===== src/rtl/mole_round_ctrl_if.sv =====
// mole_round_ctrl_if
// Bundles the game-round controller's stimulus and result signals.
//   start     : level start request; a rising edge starts a game
//   box_in    : 2-bit box index from the LFSR-to-box mapper
//   hit       : per-box hit inputs, level, synchronous to clk
//   box_led   : one-hot lit box, 0 when no box is armed
//   score     : correct hits this game (saturating)
//   misses    : timeouts plus wrong-box hits this game (saturating)
//   round_num : rounds completed this game
//   hit_ok    : one-cycle pulse on a correct hit
//   miss      : one-cycle pulse on a timeout or wrong hit
//   done      : high while the game is over, until the next start
// master: the side driving start/box_in/hit (mapper, buttons, bench).
// slave : the round controller.
interface mole_round_ctrl_if;
  logic       start;
  logic [1:0] box_in;
  logic [3:0] hit;
  logic [3:0] box_led;
  logic [7:0] score;
  logic [7:0] misses;
  logic [7:0] round_num;
  logic       hit_ok;
  logic       miss;
  logic       done;

  modport master (
    output start, box_in, hit,
    input  box_led, score, misses, round_num, hit_ok, miss, done
  );

  modport slave (
    input  start, box_in, hit,
    output box_led, score, misses, round_num, hit_ok, miss, done
  );
endinterface


===== src/rtl/mole_round_ctrl.sv =====
// mole_round_ctrl
// Whack-a-mole round controller. Each round it waits a dark gap, latches one
// box from the mapper, lights it and waits a bounded time for a hit on it.
// Keeps score / miss / round counters for the display logic.
//
// Ports:
//   clk    : system clock
//   resetn : asynchronous active-low reset (released synchronously inside)
//   bus    : mole_round_ctrl_if.slave (start, box_in, hit in;
//            box_led, score, misses, round_num, hit_ok, miss, done out)
//
// Optional build macro MOLE_NO_REPEAT_EN: when defined, a box equal to the
// previous round's box is bumped to (box+1) mod 4 at arm time.
//
// state    | meaning
// ---------+----------------------------------------------------------
// S_IDLE   | after reset, waiting for a start edge
// S_GAP    | all boxes dark, gap counter running
// S_ARMED  | one box lit, waiting for a hit or timeout
// S_RESULT | one cycle: result pulse out, round counter advances
// S_DONE   | game over, counters held, waiting for a start edge
module mole_round_ctrl #(
  parameter int GAP_CYCLES     = 12500000,
  parameter int TIMEOUT_CYCLES = 50000000,
  parameter int NUM_ROUNDS     = 16,
  parameter int CNT_W          = 26
) (
  input  logic             clk,
  input  logic             resetn,
  mole_round_ctrl_if.slave bus
);

  typedef enum logic [2:0] {
    S_IDLE   = 3'd0,
    S_GAP    = 3'd1,
    S_ARMED  = 3'd2,
    S_RESULT = 3'd3,
    S_DONE   = 3'd4
  } state_t;

  // Down-counters load N-1 and expire on the terminal count of zero,
  // so a phase lasts exactly N cycles.
  localparam logic [CNT_W-1:0] GAP_LD  = CNT_W'(GAP_CYCLES - 1);
  localparam logic [CNT_W-1:0] TO_LD   = CNT_W'(TIMEOUT_CYCLES - 1);
  localparam logic [7:0]       RND_END = 8'(NUM_ROUNDS);

  function automatic logic [7:0] sat_inc(input logic [7:0] v);
    return (v == 8'hFF) ? v : v + 8'd1;
  endfunction

  // Reset synchronizer: assert immediately, release on a clock edge.
  logic [1:0] rst_sync_q;
  logic       rst_n;

  always_ff @(posedge clk or negedge resetn) begin
    if (!resetn) rst_sync_q <= 2'b00;
    else         rst_sync_q <= {rst_sync_q[0], 1'b1};
  end

  assign rst_n = rst_sync_q[1];

  state_t           state_q, state_d;
  logic [CNT_W-1:0] cnt_q, cnt_d;
  logic [1:0]       active_q, active_d;
  logic [7:0]       score_q, score_d;
  logic [7:0]       misses_q, misses_d;
  logic [7:0]       round_q, round_d;
  logic             hit_ok_q, hit_ok_d;
  logic             miss_q, miss_d;
  logic             start_q;
  logic [3:0]       hit_q;

  logic             start_rise;
  logic [3:0]       hit_rise;
  logic [7:0]       round_inc;
  logic [1:0]       arm_box;

  assign start_rise = bus.start & ~start_q;
  assign hit_rise   = bus.hit & ~hit_q;
  assign round_inc  = round_q + 8'd1;

`ifdef MOLE_NO_REPEAT_EN
  logic [1:0] prev_box_q, prev_box_d;
  logic       prev_vld_q, prev_vld_d;

  always_comb begin
    arm_box = bus.box_in;
    if (prev_vld_q && (bus.box_in == prev_box_q)) arm_box = bus.box_in + 2'd1;
  end

  always_ff @(posedge clk or negedge rst_n) begin
    if (!rst_n) begin
      prev_box_q <= 2'd0;
      prev_vld_q <= 1'b0;
    end else begin
      prev_box_q <= prev_box_d;
      prev_vld_q <= prev_vld_d;
    end
  end
`else
  assign arm_box = bus.box_in;
`endif

  always_ff @(posedge clk or negedge rst_n) begin
    if (!rst_n) begin
      state_q  <= S_IDLE;
      cnt_q    <= '0;
      active_q <= 2'd0;
      score_q  <= 8'd0;
      misses_q <= 8'd0;
      round_q  <= 8'd0;
      hit_ok_q <= 1'b0;
      miss_q   <= 1'b0;
      start_q  <= 1'b0;
      hit_q    <= 4'd0;
    end else begin
      state_q  <= state_d;
      cnt_q    <= cnt_d;
      active_q <= active_d;
      score_q  <= score_d;
      misses_q <= misses_d;
      round_q  <= round_d;
      hit_ok_q <= hit_ok_d;
      miss_q   <= miss_d;
      start_q  <= bus.start;
      hit_q    <= bus.hit;
    end
  end

  always_comb begin
    state_d  = state_q;
    cnt_d    = cnt_q;
    active_d = active_q;
    score_d  = score_q;
    misses_d = misses_q;
    round_d  = round_q;
    hit_ok_d = 1'b0;
    miss_d   = 1'b0;
`ifdef MOLE_NO_REPEAT_EN
    prev_box_d = prev_box_q;
    prev_vld_d = prev_vld_q;
`endif

    case (state_q)
      S_IDLE, S_DONE: begin
        if (start_rise) begin
          score_d  = 8'd0;
          misses_d = 8'd0;
          round_d  = 8'd0;
          cnt_d    = GAP_LD;
          state_d  = S_GAP;
`ifdef MOLE_NO_REPEAT_EN
          prev_vld_d = 1'b0;
`endif
        end
      end

      S_GAP: begin
        if (cnt_q == '0) begin
          active_d = arm_box;
          cnt_d    = TO_LD;
          state_d  = S_ARMED;
`ifdef MOLE_NO_REPEAT_EN
          prev_box_d = arm_box;
          prev_vld_d = 1'b1;
`endif
        end else begin
          cnt_d = cnt_q - 1'b1;
        end
      end

      S_ARMED: begin
        // The lit box wins even if other boxes rise in the same cycle.
        if (hit_rise[active_q]) begin
          score_d  = sat_inc(score_q);
          hit_ok_d = 1'b1;
          state_d  = S_RESULT;
        end else if (|hit_rise) begin
          misses_d = sat_inc(misses_q);
          miss_d   = 1'b1;
          state_d  = S_RESULT;
        end else if (cnt_q == '0) begin
          misses_d = sat_inc(misses_q);
          miss_d   = 1'b1;
          state_d  = S_RESULT;
        end else begin
          cnt_d = cnt_q - 1'b1;
        end
      end

      S_RESULT: begin
        round_d = round_inc;
        if (round_inc == RND_END) begin
          state_d = S_DONE;
        end else begin
          cnt_d   = GAP_LD;
          state_d = S_GAP;
        end
      end

      default: state_d = S_IDLE;
    endcase
  end

  assign bus.box_led   = (state_q == S_ARMED) ? (4'b0001 << active_q) : 4'b0000;
  assign bus.score     = score_q;
  assign bus.misses    = misses_q;
  assign bus.round_num = round_q;
  assign bus.hit_ok    = hit_ok_q;
  assign bus.miss      = miss_q;
  assign bus.done      = (state_q == S_DONE);

endmodule


===== src/flat_wrapper.sv =====
// flat-port wrapper written by rule: the top's interface ports become plain ports
module mole_round_ctrl_flat 
#(
  parameter int GAP_CYCLES     = 12500000,
  parameter int TIMEOUT_CYCLES = 50000000,
  parameter int NUM_ROUNDS     = 16,
  parameter int CNT_W          = 26
)
  (clk, resetn, bus_start, bus_box_in, bus_hit, bus_box_led, bus_score, bus_misses, bus_round_num, bus_hit_ok, bus_miss, bus_done);
  mole_round_ctrl_if bus_i ();
  input  logic clk;
  input  logic resetn;
  input wire logic [$bits(bus_i.start)-1:0] bus_start;
  input wire logic [$bits(bus_i.box_in)-1:0] bus_box_in;
  input wire logic [$bits(bus_i.hit)-1:0] bus_hit;
  output wire logic [$bits(bus_i.box_led)-1:0] bus_box_led;
  output wire logic [$bits(bus_i.score)-1:0] bus_score;
  output wire logic [$bits(bus_i.misses)-1:0] bus_misses;
  output wire logic [$bits(bus_i.round_num)-1:0] bus_round_num;
  output wire logic [$bits(bus_i.hit_ok)-1:0] bus_hit_ok;
  output wire logic [$bits(bus_i.miss)-1:0] bus_miss;
  output wire logic [$bits(bus_i.done)-1:0] bus_done;
  assign bus_i.start = bus_start;
  assign bus_i.box_in = bus_box_in;
  assign bus_i.hit = bus_hit;
  assign bus_box_led = bus_i.box_led;
  assign bus_score = bus_i.score;
  assign bus_misses = bus_i.misses;
  assign bus_round_num = bus_i.round_num;
  assign bus_hit_ok = bus_i.hit_ok;
  assign bus_miss = bus_i.miss;
  assign bus_done = bus_i.done;
  mole_round_ctrl #(.GAP_CYCLES(GAP_CYCLES), .TIMEOUT_CYCLES(TIMEOUT_CYCLES), .NUM_ROUNDS(NUM_ROUNDS), .CNT_W(CNT_W)) u_core (.clk(clk), .resetn(resetn), .bus(bus_i));
endmodule

===== config.mk =====
export PLATFORM = sky130hd
export DESIGN_NAME = mole_round_ctrl_flat
export DESIGN_NICKNAME = d
export VERILOG_FILES = /design/src/rtl/mole_round_ctrl_if.sv /design/src/rtl/mole_round_ctrl.sv /design/src/flat_wrapper.sv
export SDC_FILE = /design/constraint.sdc
export NUM_CORES = 1
export LEC_CHECK = 0
export ABC_AREA = 1
export BUFFER_PORTS_ARGS = -buffer_cell sky130_fd_sc_hd__clkbuf_2
export CAP_MARGIN = 20
export CELL_PAD_IN_SITES_DETAIL_PLACEMENT = 1
export CELL_PAD_IN_SITES_GLOBAL_PLACEMENT = 2
export CORE_MARGIN = 4
export CORE_UTILIZATION = 30
export CTS_BUF_LIST = sky130_fd_sc_hd__clkbuf_8 sky130_fd_sc_hd__clkbuf_16
export DETAILED_ROUTE_END_ITERATION = 10
export PLACE_DENSITY = 0.77
export SYNTH_ARGS = -nofsm -noshare
export SYNTH_HDL_FRONTEND = slang
export SYNTH_SLANG_ARGS = --single-unit

===== constraint.sdc =====
create_clock -name clk -period 1.9 [get_ports clk]
set_input_delay 0.285 -clock clk [delete_from_list [all_inputs] [get_ports clk]]
set_output_delay 0.285 -clock clk [all_outputs]
set_load 0.05 [all_outputs]

# [Word-level counts from Yosys, hierarchy flattened]
# Cells that the tools add are included.
[classes] addsub=4 magnitude_cmp=1 eq_ne=17 shifts=1 muxes=33 bitwise=4 n_reduce_logical=13
[ops] operator="$mux 26" n=6
[ops] operator="$pmux 26 s4" n=1
[ops] operator="$mux 8" n=7
[ops] operator="$pmux 8 s2" n=3
[ops] operator="$logic_not 26->1" n=1
[ops] operator="$sub 26x1->26 const B" n=1
[ops] operator="$add 8x1->8 const B" n=3
[ops] operator="$mux 3" n=6
[ops] operator="$eq 8x8->1 const B" n=2
[ops] operator="$pmux 3 s4" n=1
[ops] operator="$ne 2x2->1 const B" n=5
[ops] operator="$eq 8x5->1 const B" n=1
[ops] operator="$reduce_and 4->1" n=2
[ops] operator="$mux 1" n=7
[ops] operator="$eq 3x2->1 const B" n=2
[ops] operator="$ne 2x1->1 const B" n=3
[ops] operator="$reduce_and 6->1" n=1
[ops] operator="$and 4x4->4" n=1
[ops] operator="$mux 4" n=1
[ops] operator="$ne 4x1->1 const B" n=1
[ops] operator="$not 4->4" n=1
[ops] operator="$reduce_and 2->1" n=2
[ops] operator="$reduce_bool 2->1" n=2
[ops] operator="$reduce_bool 4->1" n=1
[ops] operator="12 further kinds" n=12
[totals] regBits=64 out_inout_bits=31 elab_cells=84

# [Depth between registers and ports, before layout]
# Gate-level depths: netlist of the first run.
[logic_depth] word_depth=6 mapped_depth=14 ltp_nobuf=13

# [Worst setup path after synthesis of the first run]
# No wires, ideal clock.
[synth_path] kind="reg-to-output" start="register u_core.state_q[2]" end="output bus_box_led[0]" arrival_time_ns=2.110 required_ns=1.615 slack_ns=-0.495 path_stages_with_launch=6 cell_sequence="dfrtp_1 -> nor3_1 -> inv_1 -> buf_2 -> buf_1 -> nor3_1"
[synth_between] elab_chain_cells=2
[synth_rtl] item="start: declaration" line="mole_round_ctrl.sv:62" rtl="state_t state_q, state_d;"
[synth_rtl] item="start signal: assignment" line="mole_round_ctrl.sv:117" rtl="state_q <= state_d;"
[synth_rtl] item="$eq 3x2->1" line="mole_round_ctrl.sv:205" rtl="assign bus.box_led = (state_q == S_ARMED) ? (4'b0001 << active_q) : 4'b0000;"
[synth_rtl] item="$mux 4" line="mole_round_ctrl.sv:205"
[synth_rtl] item="end: declaration" line="flat_wrapper.sv:16" rtl="output wire logic [$bits(bus_i.box_led)-1:0] bus_box_led;"
# No other way between the ends.

# [Final worst setup path of the first run]
[layout_path] start="register u_core.round_q[1], in the netlist u_core.bus.round_num[1]" end="register u_core.cnt_q[21]"
[layout_between] elab_chain_cells=4
[layout_rtl] item="start: declaration" line="mole_round_ctrl.sv:67" rtl="logic [7:0] round_q, round_d;"
[layout_rtl] item="start signal: assignment" line="mole_round_ctrl.sv:122" rtl="round_q <= round_d;"
[layout_rtl] item="$add 8x1->8" line="mole_round_ctrl.sv:80" rtl="assign round_inc = round_q + 8'd1;"
[layout_rtl] item="$eq 8x5->1" line="mole_round_ctrl.sv:193" rtl="if (round_inc == RND_END) begin"
[layout_rtl] item="$ne 2x2->1 (no line)"
[layout_rtl] item="$reduce_and 6->1 (no line)"
[layout_rtl] item="end signal: assignment" line="mole_round_ctrl.sv:118" rtl="cnt_q <= cnt_d;"
[layout_rtl] item="end: declaration" line="mole_round_ctrl.sv:63" rtl="logic [CNT_W-1:0] cnt_q, cnt_d;"
# No other way between the ends.
# A chain may end at the register's enable or synchronous reset.

==> results of run 1 <==
## layer usage
layer / up-vias / track usage / wire [µm]
met1: 2069 / 0.232 / 6040
met3: 23 / 0.0272 / 347
met5: - / 0 / 0
met2: 61 / 0.308 / 6970
met4: 0 / 0.0780 / 320
li1: 2052 / - / -
## final cells by class
| type | instances | area (µm²) |
|---|---|---|
| fillers | 1627 | 7540 |
| multi-input cells | 442 | 2390 |
| flip-flops and latches | 64 | 1610 |
| repair buffers | 100 | 840 |
| inverters | 70 | 263 |
| clock buffers | 10 | 239 |
| well taps | 176 | 220 |
| clock inverters | 6 | 83.8 |
## registers in the layout (all words and copies together), names as in the netlist
| register | flops |
|---|---|
| u_core.bus.misses | 8 |
| u_core.bus.miss | 1 |
| u_core.active_q | 2 |
| u_core.bus.round_num | 8 |
| u_core.start_q | 1 |
| u_core.cnt_q | 26 |
| u_core.bus.hit_ok | 1 |
| u_core.bus.score | 8 |
| u_core.state_q | 3 |
| u_core.hit_q | 4 |
| u_core.rst_sync_q | 2 |
## stage by stage
step	util	setup WS (ns)	cell area [µm²]	cells
final	0.428	0.0457	5650	868
after CTS	0.393	0.0112	5190	857
after detailed placement	0.364	-0.157	4810	838
after floorplan	-	-0.103	4080	590
after global placement	0.364	-0.0413	4810	838
after global routing	0.428	-0.120	5650	868
## cells by family (layout without fill, tap and decap cells)
group	count (synthesis)	in the layout
other	1	1
flip-flops	64	64
AO/OA/AOI/OAI	46	46
adder cells (fa/ha/maj)	5	5
XOR/XNOR	20	20
AND/OR/NAND/NOR	369	370
buffers and inverters	85	186
## cell usage in the layout (no fill, tap or decap), types with 14 or more instances in the layout
cell type / count
sky130_fd_sc_hd__nand4_1: 15
sky130_fd_sc_hd__xor2_1: 14
sky130_fd_sc_hd__nor2_1: 55
sky130_fd_sc_hd__nor2_2: 15
sky130_fd_sc_hd__clkbuf_2: 34
sky130_fd_sc_hd__nand2_1: 169
sky130_fd_sc_hd__o21ai_0: 23
sky130_fd_sc_hd__dfrtp_1: 54
sky130_fd_sc_hd__nand3_1: 51
sky130_fd_sc_hd__inv_1: 63
sky130_fd_sc_hd__buf_4: 45
sky130_fd_sc_hd__nand2_2: 22
## path summary, 6_finish.rpt
kind,cells past startpoint,endpoint
worst max-delay path,13,u_core.cnt_q[21]
worst min-delay path,1,u_core.hit_q[3]
worst max register to register,13,u_core.cnt_q[21]
worst min register to register,0,u_core.bus.round_num[5]
max in group asynchronous,1,u_core.active_q[0]
min in group asynchronous,0,u_core.bus.round_num[5]
## power breakdown
group	internal [mW]	switching (mW)	total, mW
clock	1.18	0.638	1.81
sequential	1.72	0.394	2.12
combinational	1.63	2.70	4.33
## what timing repair did
action                     in CTS  in global routing
buffers inserted                2                  3
cloned                          0                  8
hold buffers                    1                  0
hold endpoints to repair        2                  0
setup endpoints to repair      19                 49
pin swaps                       1                 13
gates resized for setup        10                 95
==> results_dict.tcl, run 1 <==
set metrics [dict create \
    result_of_the_run "finished, final reports clean" \
    finalCritPeriodShare 0.976 \
    crit_buf_inv 2 \
    antenna_found_initial 0 \
    synth.area.top_cells "sky130_fd_sc_hd__dfrtp_1, sky130_fd_sc_hd__nand2_1, sky130_fd_sc_hd__nor2_1" \
    synth_edf_count 0 \
    die_height_um 124 \
    clock.fmax_mhz 539 \
    setup-tns-final_ns 0 \
    port_buffers 39 \
    via_count_of_the_first_global_routing_pass 4437 \
    drtIter0Drc 144 \
    grt_pass1_wl_mm 21.9 \
    yosys.cell_types.count 31 \
    route.detailed.drc 0 \
    max_slew_violation_total_from_the_final_report 0 \
    fin_hold_ws_ns 0.0692 \
    die_w_um 124 \
    worstSetupPathType "reg -> reg" \
    worst_ep_arrival_time_ns 2.12 \
    end_kind "register" \
    cts_tree "yes" \
    grt_max_degree 20 \
    die_area_um2 15400 \
    cellPowerDensity_nw_per_um2 1460 \
    synth.largest_area_cell "sky130_fd_sc_hd__dfrtp_1" \
    rrSetupSlack_ns 0.05 \
    yosys.cell_count.top_type "sky130_fd_sc_hd__nand2_1" \
    routedWlPerCell_um 15.8 \
    maxCapViolations 0 \
    yosysSeqAreaShare 0.397 \
    total_power_mw 8.26 \
    yosysWarningCount 0 \
    period_minus_slack_ns 1.85 \
    totalWireLength_mm 13.7 \
    area.growth.synth_to_final_pct 39.9 \
    root_buffer "sky130_fd_sc_hd__clkbuf_16" \
    muxShareOfSynthArea 0 \
    total_leakage_power_nw 2.85 \
    ant_nets 0 \
    synth.net_count 604 \
    synthesized_area_fraction_occupied_by_ao_oa_aoi_and_oai_cells 0.0626 \
    synth_top_cells_by_count "sky130_fd_sc_hd__nand2_1, sky130_fd_sc_hd__nor2_1, sky130_fd_sc_hd__inv_1" \
    hold_path_class "in -> reg" \
    gp_congestion 0.878 \
    num_io_pins 40 \
    clock_tree.buffer_depth 2 \
    critical-path-top-delay-family "simple AND/OR/NAND/NOR gates" \
    cts_buffers 9 \
    max_stage_delay_ns 0.45 \
    setup_viol 0 \
    critPathMaxFanout 5 \
    cp-start-kind "register" \
    route.detailed.vias_per_inst 4.84 \
    synth-simple-area-share 0.391 \
    yosys.area_share.xor_xnor 0.0434 \
    fraction_of_layout_cells_with_a_size_suffix_above_1 0.302 \
    detailedPlacementHpwl_mm 9.73 \
    yosys.area_share.adder 0.0155 \
    crit_top_cell "sky130_fd_sc_hd__nand2_2" \
    fin_skew_ns 0.00860 \
    yosysTopAreaCellShare 0.397 \
    largest_family_of_logic_cells_by_synthesized_area "simple AND/OR/NAND/NOR gates" \
    mean_instance_size_in_the_synthesized_netlist_um2 6.85 \
    crit_chain "ha_4, nand2_4, inv_2, nand2_2, nand2_2, nor2_2, nand2_2, nor2_4, nand3_4, nand3_4, clkbuf_16, nand2_2, o21ai_1" \
    worst_path_max_delay_cell "sky130_fd_sc_hd__dfrtp_2" \
    r2r-start "u_core.bus.round_num[1]" \
    clk_transition_reported_paths_ns 0.06 \
    overall_global_routing_resource_usage 0.182 \
    globalRouteOverflowTotal 0 \
    placement_rows 42 \
    synth_flop_cell "sky130_fd_sc_hd__dfrtp_1" \
    holdCritStartpoint "bus_hit[3]" \
    initial_core_utilization 0.306 \
    vdd_drop_max_mv 0.679 \
    post_synthesis_register_bit_count 64 \
    netlist_instances 590 \
    worst_skew_pair.late_latency_ns 0.34 \
    route.vias.total 4205 \
    n_antenna_cell 0 \
    drt_first_pass_iters 4 \
    rsz0062_at_grt "yes" \
    final-hold-violation-count 0 \
    placeableCoreArea_um2 13200 \
    nets 701 \
    synth-async-reset-ratio 1.00 \
    syn_area_um2 4040 \
    num_clock_sinks 64 \
    cts-htree-levels 3 \
    cp.required_ns 2.16 \
    worstSetupStartpoint "u_core.bus.round_num[1]" \
]
No activity file was read; power rests on OpenSTA's default activity.
==> inputs of run 2 (changes only) <==
- CORE_MARGIN: 4 -> not set
==> run 2 against run 1 <==
Count of clock-buffer cells in the layout fell by 1. Final area fell by 2.2%. Clock power fell by 9.9%. Global-route usage rose by 2.1 points. Via count rose by 0.40%. Critical path depth rose by 1. Combinational power fell by 4%. Total power fell by 5.0%. Largest cell class unchanged.
==> results_dict.tcl, run 2 (synthesis gave the netlist of run 1 again) <==
set metrics [dict create \
    result_of_the_run "finished, final reports clean" \
    root_buffer "sky130_fd_sc_hd__clkbuf_16" \
    overall_global_routing_resource_usage 0.204 \
    antenna_found_initial 0 \
    period_minus_slack_ns 1.90 \
    via_count_of_the_first_global_routing_pass 4418 \
    area.growth.synth_to_final_pct 36.7 \
    cp-start-kind "register" \
    topRoutingLayerUsed "met4" \
    cts_buffers 9 \
    max_slew_violation_total_from_the_final_report 0 \
    die_w_um 118 \
    drtIter0Drc 122 \
    nets 706 \
    cts_tree "yes" \
    crit_chain "ha_4, nand2_4, inv_2, nand2_1, nand2_1, nor2_1, nand2_1, nor2_4, nand3_2, buf_6, nand3_4, clkbuf_16, nand2_1, o21ai_2" \
    largest_register "u_core.cnt_q" \
    placeableCoreArea_um2 13200 \
    worst_skew_pair.late_latency_ns 0.35 \
    clk_transition_reported_paths_ns 0.06 \
    globalRouteOverflowTotal 0 \
    fraction_of_layout_cells_with_a_size_suffix_above_1 0.277 \
    clock_tree.buffer_depth 2 \
    largest_register_ffs 26 \
    finish.utilization 0.419 \
    most-common-layout-cells "sky130_fd_sc_hd__nand2_1, sky130_fd_sc_hd__inv_1, sky130_fd_sc_hd__nor2_1, sky130_fd_sc_hd__dfrtp_1, sky130_fd_sc_hd__buf_4" \
    max_stage_delay_ns 0.43 \
    critPathMaxFanout 10 \
    final-hold-violation-count 0 \
    route.detailed.vias_per_inst 4.84 \
    ant_nets 0 \
    die_area_um2 13900 \
    clock.fmax_mhz 527 \
    setup_viol 0 \
    finalCritPeriodShare 0.998 \
    wl_met3_um 429 \
    worst_ep_arrival_time_ns 2.17 \
    maxCapViolations 0 \
    initial_core_utilization 0.306 \
    cp.required_ns 2.17 \
    critical-path-top-delay-family "simple AND/OR/NAND/NOR gates" \
    total_leakage_power_nw 2.82 \
    placement_rows 42 \
    num_clock_sinks 64 \
    drt_first_pass_iters 6 \
    route.vias.total 4222 \
    hold_path_class "in -> reg" \
    cts-htree-levels 3 \
    gp_congestion 0.862 \
    port_buffers 39 \
    rsz0062_at_grt "yes" \
    totalWireLength_mm 13.6 \
    die_height_um 118 \
    worst_path_max_delay_cell "sky130_fd_sc_hd__dfrtp_2" \
    grt_pass1_wl_mm 22.1 \
    n_antenna_cell 0 \
    num_io_pins 40 \
    end_kind "register" \
    drt-met1-wl_mm 6.10 \
    routedWlPerCell_um 15.6 \
    postPlaceCellArea_um2 4860 \
    vdd_drop_max_mv 0.592 \
    setup-tns-final_ns 0 \
    route.met2.wl_mm 6.91 \
    cellPowerDensity_nw_per_um2 1420 \
    crit_top_cell "sky130_fd_sc_hd__nand2_1" \
    detailedPlacementHpwl_mm 9.71 \
    fin_area_um2 5520 \
    final_common_cell "sky130_fd_sc_hd__nand2_1" \
    route.detailed.drc 0 \
    worstSetupPathType "reg -> reg" \
    fin_skew_ns 0.00785 \
    crit_buf_inv 3 \
    grt_max_degree 21 \
]
==> run 2: cell count changes in the layout (fill, tap and decap cells not counted), sizes merged <==
cell | previous run | this run
buf | 60 | 68
bufinv | 2 | 1
clkbuf | 49 | 46
clkinv | 2 | 4
clkinvlp | 2 | 0
inv | 70 | 72
nand3 | 55 | 54
==> run 2: through the flow <==
step           hold WS, ns  std cells  worst slack (ns)  power, mW
2_1_floorplan      -0.0106        590            -0.103       4.37
3_3_place_gp        0.0696        843          -0.00463       5.58
3_5_place_dp        0.0716        843            -0.130       5.70
4_1_cts             0.0505        869           -0.0141       7.59
5_1_grt             0.0566        873            -0.111       8.40
6_report            0.0602        873           0.00315       7.85
==> run 2: final timing paths <==
path | startpoint | endpoint | slack (ns) | depth (start not counted)
setup / recovery | u_core.bus.round_num[1] | u_core.cnt_q[2] | 0.003 | 14
hold / removal | bus_hit[2] | u_core.hit_q[2] | 0.06 | 1
setup reg to reg | u_core.bus.round_num[1] | u_core.cnt_q[2] | 0.003 | 14
hold reg to reg | u_core.rst_sync_q[1] | u_core.bus.round_num[5] | 0.23 | 0
max in group asynchronous | u_core.rst_sync_q[1] | u_core.bus.misses[6] | 1.12 | 1
min in group asynchronous | u_core.rst_sync_q[1] | u_core.bus.round_num[5] | 0.23 | 0
==> run 2: area by class of cell <==
| type | instances | area [µm²] |
|---|---|---|
| flip-flops and latches | 64 | 1610 |
| inverters | 70 | 263 |
| clock buffers | 9 | 225 |
| well taps | 176 | 220 |
| fillers | 1656 | 7670 |
| repair buffers | 106 | 860 |
| multi-input cells | 441 | 2290 |
| clock inverters | 7 | 56.3 |
==> run 2: power by group <==
group	internal, mW	leakage (nW)	switching [mW]
Clock	0.994	0.153	0.637
Sequential	1.72	0.806	0.359
Combinational	1.55	1.86	2.59
==> run 2: metal layers <==
| metal | vias up | GRT usage |
|---|---|---|
| met2 | 56 | 0.359 |
| met4 | 0 | 0.0665 |
| met1 | 2083 | 0.248 |
| met3 | 17 | 0.0378 |
| li1 | 2066 | - |
| met5 | - | 0 |
==> run 2: timing repair <==
action | in CTS | in global routing
pin swaps | 2 | 7
gates resized for setup | 18 | 57
setup buffers | 8 | 2
hold buffers | 1 | 0
hold endpoints to repair | 2 | 0
setup endpoints to repair | 22 | 48
cloned | 1 | 2
==> run 2: worst register-to-register path: cells and delay by family, from the launching register on <==
kind	cells	cell delay, ns
flip-flops	1	0.43
adder cells (fa/ha/maj)	1	0.19
AND/OR/NAND/NOR	9	0.79
buffers and inverters	3	0.37
AO/OA/AOI/OAI	1	0.05
==> inputs of run 3 (changes only) <==
- PLACE_DENSITY: 0.77 -> 0.88
==> run 3 against run 2 <==
Clock power increased by 12%. Via count increased by 0.33%. Non-clock buffer count decreased by 7. Critical path type is now reg -> out. Global-route usage decreased by 0.86 points. Final cell count decreased by 0.80%. Maximum frequency increased by 0.96%. Sequential cell count unchanged.
==> results_dict.tcl, run 3 (synthesis gave the netlist of run 1 again) <==
set metrics [dict create \
    result_of_the_run "finished, final reports clean" \
    maxCapViolations 0 \
    setup_viol 0 \
    fraction_of_layout_cells_with_a_size_suffix_above_1 0.293 \
    num_clock_sinks 64 \
    largest_register_ffs 26 \
    overall_global_routing_resource_usage 0.195 \
    ant_nets 0 \
    grt_pass1_wl_mm 21.8 \
    critical_path.endpoint "bus_box_led[0]" \
    drtIter0Drc 160 \
    finish.utilization 0.418 \
    fin_cells 866 \
    gp_congestion 0.851 \
    totalWireLength_mm 13.5 \
    routedWlPerCell_um 15.6 \
    critPathMaxFanout 5 \
    final_common_cell "sky130_fd_sc_hd__nand2_1" \
    die_area_um2 13900 \
    initial_core_utilization 0.306 \
    clock.fmax_mhz 532 \
    route.detailed.vias_per_inst 4.89 \
    cts-htree-levels 3 \
    crit_chain "nor3_4, inv_2, buf_6, nor3_2, clkbuf_8" \
    grt_max_degree 63 \
    n_antenna_cell 0 \
    total_leakage_power_nw 2.78 \
    cts_buffers 9 \
    fin_skew_ns 0.00567 \
    globalRouteOverflowTotal 0 \
    placement_rows 42 \
    worst_path_max_delay_cell "sky130_fd_sc_hd__dfrtp_2" \
    cp-start-kind "register" \
    port_buffers 39 \
    worst_ep_arrival_time_ns 1.59 \
    largest_register "u_core.cnt_q" \
    route.detailed.drc 0 \
    dp_slack_ns -0.110 \
    layout_setup_ws_ns 0.0212 \
    worstSetupStartpoint "u_core.state_q[2]" \
    via_count_of_the_first_global_routing_pass 4442 \
    hold_path_class "in -> reg" \
    nets 699 \
    max_stage_delay_ns 0.46 \
    finalCritPeriodShare 0.989 \
    drt_first_pass_iters 4 \
    r2r-start "u_core.bus.round_num[0]" \
    route.vias.total 4236 \
    total_power_mw 8.13 \
    worst-r2r-cell-count 13 \
    detailedPlacementHpwl_mm 9.31 \
    cellPowerDensity_nw_per_um2 1480 \
    max_slew_violation_total_from_the_final_report 0 \
    place_inst 835 \
    end_kind "primary output" \
    placeableCoreArea_um2 13200 \
    holdCritStartpoint "bus_hit[3]" \
    die_w_um 118 \
    rrSetupSlack_ns 0.03 \
    final-hold-violation-count 0 \
    clk_transition_reported_paths_ns 0.06 \
    area.growth.synth_to_final_pct 36.4 \
    most-common-layout-cells "sky130_fd_sc_hd__nand2_1, sky130_fd_sc_hd__inv_1, sky130_fd_sc_hd__nor2_1" \
    cts_tree "yes" \
    worst_skew_pair.late_latency_ns 0.34 \
    num_io_pins 40 \
    antenna_found_initial 0 \
    rsz0062_at_grt "yes" \
    worstSetupPathType "reg -> out" \
    fin_hold_ws_ns 0.0667 \
    crit-reg2reg-capture "u_core.cnt_q[24]" \
    period_minus_slack_ns 1.88 \
    die_height_um 118 \
    clock_tree.buffer_depth 2 \
    vdd_drop_max_mv 0.590 \
    root_buffer "sky130_fd_sc_hd__clkbuf_16" \
    cp.required_ns 1.62 \
]
run 3: report_power, final:
part / switching [mW] / internal [mW]
Sequential: 0.369 / 1.72
Clock: 0.669 / 1.15
Combinational: 2.67 / 1.55
run 3: worst max-delay path, delay by kind of cell, from the launching register on:
kind / cells / cell delay, ns
AND/OR/NAND/NOR: 2 / 0.35
buffers and inverters: 3 / 0.44
flip-flops: 1 / 0.46
run 3: timing repair:
item	in CTS	in global routing
hold endpoints to repair	2	0
setup buffers	1	8
cloned	0	5
gates resized for setup	14	65
hold buffers	1	0
pin swaps	1	15
setup endpoints to repair	20	49
run 3: area by class of cell:
class,count,area [µm²]
clock buffers,9,225
inverters,70,263
flip-flops and latches,64,1610
well taps,176,220
repair buffers,99,807
clock inverters,7,95.1
fillers,1653,7680
multi-input cells,441,2290
run 3: routing by layer:
layer | vias up | global-route usage | routed length (µm)
li1 | 2049 | - | -
met2 | 68 | 0.343 | 6890
met3 | 19 | 0.0242 | 396
met4 | 0 | 0.0633 | 239
met5 | - | 0 | 0
met1 | 2100 | 0.246 | 5950
run 3: stage by stage:
| step | cell area (µm²) | TNS, ns |
|---|---|---|
| 3_3_place_gp | 4780 | 0 |
| 2_1_floorplan | 4080 | -0.413 |
| 4_1_cts | 5170 | -0.00266 |
| 5_1_grt | 5510 | -1.53 |
| 3_5_place_dp | 4780 | -1.31 |
| 6_report | 5510 | 0 |
run 3: how the worst min path moves through the flow:
stage / endpoint / slack (ns) / depth (start not counted)
6_report: u_core.hit_q[3] / 0.07 / 1
5_1_grt: u_core.hit_q[2] / 0.07 / 1
4_1_cts: u_core.hit_q[2] / 0.06 / 1
3_5_place_dp: u_core.rst_sync_q[0] / 0.07 / 1
3_3_place_gp: u_core.rst_sync_q[0] / 0.07 / 1
2_1_floorplan: u_core.rst_sync_q[0] / -0.01 / 0
